## config.mk

```make
export PLATFORM = sky130hd
export DESIGN_NAME = message_packer_flat
export DESIGN_NICKNAME = d
export VERILOG_FILES = /design/src/rtl/message_packer_if.sv /design/src/rtl/message_packer.sv /design/src/flat_wrapper.sv
export SDC_FILE = /design/constraint.sdc
export NUM_CORES = 1
export LEC_CHECK = 0
export CORE_UTILIZATION = 30
export DETAILED_ROUTE_END_ITERATION = 10
export HOLD_SLACK_MARGIN = 0.06
export PLACE_DENSITY_LB_ADDON = 0.1
export SETUP_SLACK_MARGIN = 0.3
export SLEW_MARGIN = 20
export SYNTH_ARGS = -nofsm -noshare
export SYNTH_HDL_FRONTEND = slang
export SYNTH_SLANG_ARGS = --single-unit
```

## constraint.sdc

```tcl
create_clock -name clk -period 5.48 [get_ports clk]
set_clock_uncertainty 0.1 [all_clocks]
set_input_delay 1.096 -clock clk [delete_from_list [all_inputs] [get_ports clk]]
set_output_delay 1.096 -clock clk [all_outputs]
set_load 0.02 [all_outputs]
```

## src/rtl/message_packer_if.sv

```systemverilog
// Byte-stream and block-word bundle between UART RX, message_packer and the SHA-256 core.
interface message_packer_if;
  logic        rx_dv_in;
  logic [7:0]  rx_byte_in;
  logic        rx_last_in;
  logic        core_done_in;
  logic        MP_dv_out;
  logic [31:0] message_out;
  logic        busy_out;
  logic        err_out;

  modport master (
    output rx_dv_in, rx_byte_in, rx_last_in, core_done_in,
    input  MP_dv_out, message_out, busy_out, err_out
  );

  modport slave (
    input  rx_dv_in, rx_byte_in, rx_last_in, core_done_in,
    output MP_dv_out, message_out, busy_out, err_out
  );
endinterface

```

## src/rtl/message_packer.sv

```systemverilog
// Collects up to 55 message bytes, applies SHA-256 padding and
// streams the single 512-bit block as 16 big-endian words.
module message_packer #(
  parameter int DATA_WIDTH = 32,
  parameter int MAX_BYTES  = 55
) (
  input logic             clk,
  input logic             rst,
  message_packer_if.slave bus
);

  typedef enum logic [2:0] {
    IDLE, COLLECT, PAD, EMIT, WAIT
  } state_t;

  state_t state, nstate;

  logic [DATA_WIDTH-1:0] mem [16];
  logic [DATA_WIDTH-1:0] w0_pad;
  logic [DATA_WIDTH-1:0] word_d;
  logic [5:0]            len;
  logic [3:0]            cnt;
  logic [4:0]            sh;
  logic                  full;
  logic                  hold;
  logic                  take;
  logic                  clr;
  logic                  dv_d;
  logic                  busy_d;
  logic                  err_d;

  assign full = (len == 6'(MAX_BYTES));
  assign hold = (state == PAD) || (state == EMIT) || (state == WAIT);
  assign take = bus.rx_dv_in &&
                ((state == IDLE) || ((state == COLLECT) && !full));
  assign clr  = (state == WAIT) && bus.core_done_in;
  // byte lane of index len inside its word, MSB lane first
  assign sh   = {~len[1:0], 3'b000};

  always_ff @(posedge clk) begin
    if (rst) state <= IDLE;
    else     state <= nstate;
  end

  always_comb begin
    nstate = state;
    unique case (state)
      IDLE: begin
        if (bus.rx_dv_in)
          nstate = bus.rx_last_in ? PAD : COLLECT;
      end
      COLLECT: begin
        if (bus.rx_dv_in && bus.rx_last_in)
          nstate = PAD;
      end
      PAD:  nstate = EMIT;
      EMIT: begin
        if (cnt == 4'd15) nstate = WAIT;
      end
      WAIT: begin
        if (bus.core_done_in) nstate = IDLE;
      end
      default: nstate = IDLE;
    endcase
  end

  // W0 leaves during PAD, before the 0x80 marker lands in mem
  always_comb begin
    w0_pad = mem[0];
    if (len[5:2] == 4'd0)
      w0_pad[sh +: 8] = 8'h80;
  end

  always_comb begin
    dv_d   = 1'b0;
    word_d = '0;
    if (state == PAD) begin
      dv_d   = 1'b1;
      word_d = w0_pad;
    end else if ((state == EMIT) && (cnt != 4'd15)) begin
      dv_d   = 1'b1;
      word_d = mem[cnt + 4'd1];
    end
    busy_d = (nstate == PAD) || (nstate == EMIT) ||
             (nstate == WAIT);
    err_d  = bus.rx_dv_in &&
             (hold || ((state == COLLECT) && full));
  end

  always_ff @(posedge clk) begin
    if (rst) begin
      bus.MP_dv_out   <= 1'b0;
      bus.message_out <= '0;
      bus.busy_out    <= 1'b0;
      bus.err_out     <= 1'b0;
    end else begin
      bus.MP_dv_out   <= dv_d;
      bus.message_out <= word_d;
      bus.busy_out    <= busy_d;
      bus.err_out     <= err_d;
    end
  end

  always_ff @(posedge clk) begin
    if (rst || clr) begin
      for (int i = 0; i < 16; i++) mem[i] <= '0;
      len <= '0;
      cnt <= '0;
    end else begin
      if (take) begin
        mem[len[5:2]][sh +: 8] <= bus.rx_byte_in;
        len <= len + 6'd1;
      end
      if (state == PAD) begin
        mem[len[5:2]][sh +: 8] <= 8'h80;
        mem[14] <= '0;
        mem[15] <= {{(DATA_WIDTH-9){1'b0}}, len, 3'b000};
        cnt     <= '0;
      end
      if (state == EMIT) cnt <= cnt + 4'd1;
    end
  end

endmodule

```

## src/flat_wrapper.sv

```systemverilog
// flat-port wrapper written by rule: the top's interface ports become plain ports
module message_packer_flat 
#(
  parameter int DATA_WIDTH = 32,
  parameter int MAX_BYTES  = 55
)
  (clk, rst, bus_rx_dv_in, bus_rx_byte_in, bus_rx_last_in, bus_core_done_in, bus_MP_dv_out, bus_message_out, bus_busy_out, bus_err_out);
  message_packer_if bus_i ();
  input logic clk;
  input logic rst;
  input wire logic [$bits(bus_i.rx_dv_in)-1:0] bus_rx_dv_in;
  input wire logic [$bits(bus_i.rx_byte_in)-1:0] bus_rx_byte_in;
  input wire logic [$bits(bus_i.rx_last_in)-1:0] bus_rx_last_in;
  input wire logic [$bits(bus_i.core_done_in)-1:0] bus_core_done_in;
  output wire logic [$bits(bus_i.MP_dv_out)-1:0] bus_MP_dv_out;
  output wire logic [$bits(bus_i.message_out)-1:0] bus_message_out;
  output wire logic [$bits(bus_i.busy_out)-1:0] bus_busy_out;
  output wire logic [$bits(bus_i.err_out)-1:0] bus_err_out;
  assign bus_i.rx_dv_in = bus_rx_dv_in;
  assign bus_i.rx_byte_in = bus_rx_byte_in;
  assign bus_i.rx_last_in = bus_rx_last_in;
  assign bus_i.core_done_in = bus_core_done_in;
  assign bus_MP_dv_out = bus_i.MP_dv_out;
  assign bus_message_out = bus_i.message_out;
  assign bus_busy_out = bus_i.busy_out;
  assign bus_err_out = bus_i.err_out;
  message_packer #(.DATA_WIDTH(DATA_WIDTH), .MAX_BYTES(MAX_BYTES)) u_core (.clk(clk), .rst(rst), .bus(bus_i));
endmodule
```

# ---- After elaboration in Yosys (flattened, before gate mapping)
# Memory sizes are Yosys's and may differ from the RTL's.
# Cells that the tools add are included.
dict set report totals {
  inputBits 13
  elab_cells 332
  regBits 48
  output_inout_bits 35
  mem_bits_rw 512
  memories 1
}
dict set report classes {
  reduce_logical 19
  eq_ne 12
  n_addsub 3
  shifts 3
  muxes 60
  bitwise_logic 227
}
# name words word_bits read_ports rd_clocked_by_memory_dff write_ports line
set memory_table {}
lappend memory_table {u_core.mem 16 32 2 0 16 message_packer.sv:18} ;# logic [DATA_WIDTH-1:0] mem [16];
# operator n
set ops {}
lappend ops {{$mux 32} 9}
lappend ops {{$and 1x1->1} 128}
lappend ops {{$not 1->1} 64}
lappend ops {{$mux 1} 41}
lappend ops {{$or 1x1->1} 34}
lappend ops {{$bwmux 32} 1}
lappend ops {{$reduce_or 32->1} 1}
lappend ops {{$shift 8x7->32 const A} 1}
lappend ops {{$shiftx 8x7->32} 1}
lappend ops {{$shiftx 8x7->32 const A} 1}
lappend ops {{$pmux 3 s5} 1}
lappend ops {{$eq 3x2->1 const B} 4}
lappend ops {{$eq 4x4->1 const B} 3}
lappend ops {{$mux 3} 4}
lappend ops {{$mux 4} 3}
lappend ops {{$logic_and 1x1->1} 7}
lappend ops {{$logic_or 1x1->1} 7}
lappend ops {{$neg 5->7} 1}
lappend ops {{$add 6x1->6 const B} 1}
lappend ops {{$eq 3x3->1 const B} 2}
lappend ops {{$eq 6x6->1 const B} 1}
lappend ops {{$add 4x1->4 const B} 1}
lappend ops {{$logic_not 4->1} 1}
lappend ops {{$ne 4x4->1 const B} 1}
lappend ops {{other kinds (6)} 6}

# ---- Logic depth before layout (Yosys ltp)
dict set report logic_depth {
  depth_word 12
  mapped_depth 10
  ltp_nobuf 7
}

# ---- Worst setup path after synthesis
# No wires, ideal clock.
dict set report synth_timing {
  kind {input -> register}
  start {input rst}
  end {memory u_core.mem[0][0] (enable)}
  setup_ns 0.384
  path_stages 7
  arrival_time_ns 3.203
  path_buffers 3
  required_ns 4.996
  setup_slack_ns 1.793
  cell_sequence {or4b_2 > clkbuf_1 > nor2_1 > a21oi_1 > clkbuf_1 > clkbuf_1 > o21ai_0}
}
# item line
set synth_rtl {}
lappend synth_rtl {{start, declared} flat_wrapper.sv:10} ;# input logic rst;
lappend synth_rtl {{end, declared} message_packer.sv:18}

==> flow_summary.yaml <==
timing:
  min_period_ns: 3.988
  setup_viol: 0
  finalMaxSlewViolations: 0
  timing.fmax_ghz: 0.2508
  worstMarginPinSlew_ns: 1.165
  rsz0062_at_grt: "false"
  max-slew-margin-rel_pct: 21.95
  fin_ws_ns: 1.492
  finalHoldViolCount: 0
  hold_slack_ns: 0.3923
  min_period_over_period_pct: 72.77
  setup_tns_ns: 0
setup_path:
  worstPathRequired_ns: 5.68
  critPathKind: "input pin to flip-flop"
  end_kind: "flip-flop"
  cp_cell_sequence: "clkdlybuf4s50_1 -> or4b_2 -> nor2_1 -> a21oi_4 -> buf_12 -> o21ai_0 -> buf_4"
  slowest_delay_ns: 0.77
  cp_max_fo: 43
  critPathArrivalTime_ns: 4.19
  crit_path_start_kind: "input pin"
  cpMaxStageDelayCell: "or4b_2"
global_routing:
  use_met1_pct: 25.30
  track_usage_pct: 18.23
  antenna_found_initial: 2
  overflow: 0
  grt.met2_usage_pct: 28.89
  grt_pass1_wl_um: 108800
  grt_pass1_vias: 15710
  grt_max_degree: 74
  use_met3_pct: 3.098
  grt-busiest-layer: "met2"
placement:
  io_buffer_count: 47
  dp_cells: 2947
  dp_hpwl_um: 47440
  routabilityCongestion: 0.7732
  dp_slack_ns: 0.9766
drt:
  viasPerCell: 5.035
  firstDrtPassIters: 8
  vias: 15460
  post_drt_wl_per_cell_um: 24.42
  routed_wl_um: 74960
  drtIter0Drc: 1209
  drt_drc_violations_left: 6
  drtAntennaViolNets: 0
clock_tree:
  cts.sinks: 560
  clk_latency_ns: 0.59
  cts.reportedPaths.clkPinSlew_ns: 0.05
  cts_buffers: 68
  cts_buffer_depth: 3
  cts_hold_buf: 0
  h-tree-depth: 3
  cts_root_buf: "clkbuf_16"
  cts_resized: 0
  postCtsSetupBuffers: 0
  cts_tree: "built"
logic_synthesis:
  synth_area_leaders: "edfxtp_1, mux4_2, nor2_1, dfxtp_1, nand2_1"
  synthesis.nets: 1881
  syn_area_per_cell_um2: 13.17
  yosys.cell_types.count: 54
  ys.flop_type: "edfxtp_1"
  yosysTopAreaCellShare_pct: 62.70
  synth_edf_count: 512
  yosysWarnings: 0
  syn_inst: 1862
  synth.cell_area_um2: 24520
  synth-seq-area-share_pct: 66.62
  synth-seq-cells: 560
  yosys.area.top_type: "edfxtp_1"
  ys_async_sr_fraction_pct: 0
power:
  irDropWorstVdd_mv: 0.1600
  report.power.total_w: 0.009782
  leakagePower_nw: 9.153
  p_per_area_nw_per_um2: 340.0
  pwr-share-seq_pct: 50.1
  switching_share_pct: 22.39
  clockPowerShare_pct: 44.0
  internal-power_w: 0.007592
  p_comb_share_pct: 5.9
  p_sw_w: 0.002191
floorplanning:
  die_w_um: 287.9
  coreArea_um2: 80680
  rows: 104
  die_area_um2: 82880
  start_util_pct: 30.39
  dieHeight_um: 287.9
  pin_count: 48
finish:
  instances_no_fill: 3070
  diodes: 0
  syn_to_final_growth_pct: 17.33
  drive_gt1_share_pct: 17.06
  nNetsFinal: 1976
run:
  cap_violations: 0
status:
  violations: "design-rule violations"
  status: "complete, but fails checks"
worst_hold_path:
  hp-class: "flip-flop to flip-flop"
==> layout by cell type, fill, tap and decap left out, drive strengths merged, types with 3 or more instances in the layout <==
cell	synthesis	routed
nand2	233	233
clkbuf	67	109
clkdlybuf4s50	0	47
nor2b	13	13
nand4	3	3
xnor2	3	3
mux2i	5	5
nand3	15	15
inv	7	8
xor2	5	5
a211o	28	28
edfxtp	512	512
nor3	6	6
nand4b	3	3
mux4	128	128
nand2b	5	5
ha	6	6
clkinv	0	11
a21o	4	4
o221ai	3	3
nor2	535	535
dfxtp	48	48
o21ai	74	74
a21oi	78	78
buf	51	96
==> state kept, by name (all words and copies together) (netlist names) <==
register	cells
u_core.bus.err_out	1
u_core.bus.MP_dv_out	1
u_core.mem	512
u_core.bus.message_out	32
u_core.bus.busy_out	1
u_core.len	6
u_core.state	3
u_core.cnt	4
==> kinds of logic (layout without fill, tap and decap cells) <==
| kind of cell | count (synthesis) | after routing | share of synthesized area, % |
|---|---|---|---|
| simple gates | 831 | 831 | 13.80 |
| mux | 133 | 133 | 11.96 |
| flops | 560 | 560 | 66.62 |
| buf+inv | 125 | 273 | 2.204 |
| compound gates | 199 | 199 | 4.817 |
| fa+ha+maj | 6 | 6 | 0.3062 |
| xor+xnor | 8 | 8 | 0.2858 |
==> path summary, 6_finish.rpt <==
path,from,endpoint,slack [ns],depth (start not counted)
setup / recovery,rst,u_core.mem[5][26],1.49,7
hold / removal,u_core.mem[0][22],u_core.bus.message_out[22],0.39,1
setup reg to reg,u_core.len[5],u_core.mem[12][23],1.51,6
hold reg to reg,u_core.mem[0][22],u_core.bus.message_out[22],0.39,1
==> power by group through the flow <==
stage                     sequential (W)  clock, W  combinational (W)
after global placement           0.00499         0           0.000580
after CTS                        0.00490   0.00441           0.000585
after floorplan                  0.00496         0           0.000354
after global routing             0.00492   0.00457           0.000619
after detailed placement         0.00499         0           0.000583
final                            0.00490   0.00430           0.000578
==> per-layer routing <==
metal	up-vias	part of all wire (%)
li1	6950	-
met1	7987	46
met2	412	47
met3	104	5.0
met4	4	2.6
met5	-	0.045
==> through the flow <==
stage / area [um^2] / utilization [%]
5_1_grt: 28770 / 35.66
3_5_place_dp: 26660 / 33.05
2_1_floorplan: 24520 / -
6_report: 28770 / 35.66
4_1_cts: 28760 / 35.65
3_3_place_gp: 26660 / 33.05
==> Yosys cell counts, types with 2 or more instances <==
| cell type | number |
|---|---|
| a211o_1 | 28 |
| a211oi_1 | 2 |
| a21o_1 | 4 |
| a21oi_1 | 78 |
| and3_1 | 2 |
| and4_1 | 2 |
| buf_1 | 20 |
| buf_2 | 26 |
| buf_6 | 5 |
| clkbuf_1 | 66 |
| dfxtp_1 | 48 |
| edfxtp_1 | 512 |
| ha_1 | 6 |
| inv_1 | 7 |
| mux2i_1 | 5 |
| mux4_2 | 128 |
| nand2_1 | 230 |
| nand2_4 | 3 |
| nand2b_1 | 5 |
| nand3_1 | 11 |
| nand3_4 | 4 |
| nand4_1 | 3 |
| nand4b_1 | 3 |
| nor2_1 | 534 |
| nor2b_1 | 13 |
| nor3_1 | 6 |
| o21ai_0 | 74 |
| o221ai_1 | 3 |
| o22ai_1 | 2 |
| o311ai_0 | 2 |
| xnor2_1 | 3 |
| xor2_1 | 5 |
==> worst max-delay path, delay by kind of cell <==
kind	cells	cell delay, ns
buffers and inverters	3	1.07
AO/OA/AOI/OAI	2	0.84
AND/OR/NAND/NOR	2	1.15
==> layout make-up <==
type                       instances  area (um^2)
multi-input combinational       1177         7737
sequential                       560        16340
fill                            7855        51910
tap                             1060         1326
timing repair buffer             143         1241
clock inverter                    14        100.1
inverter                           7        26.28
clock buffer                     109         1999
(Power assumes the default switching activity.)
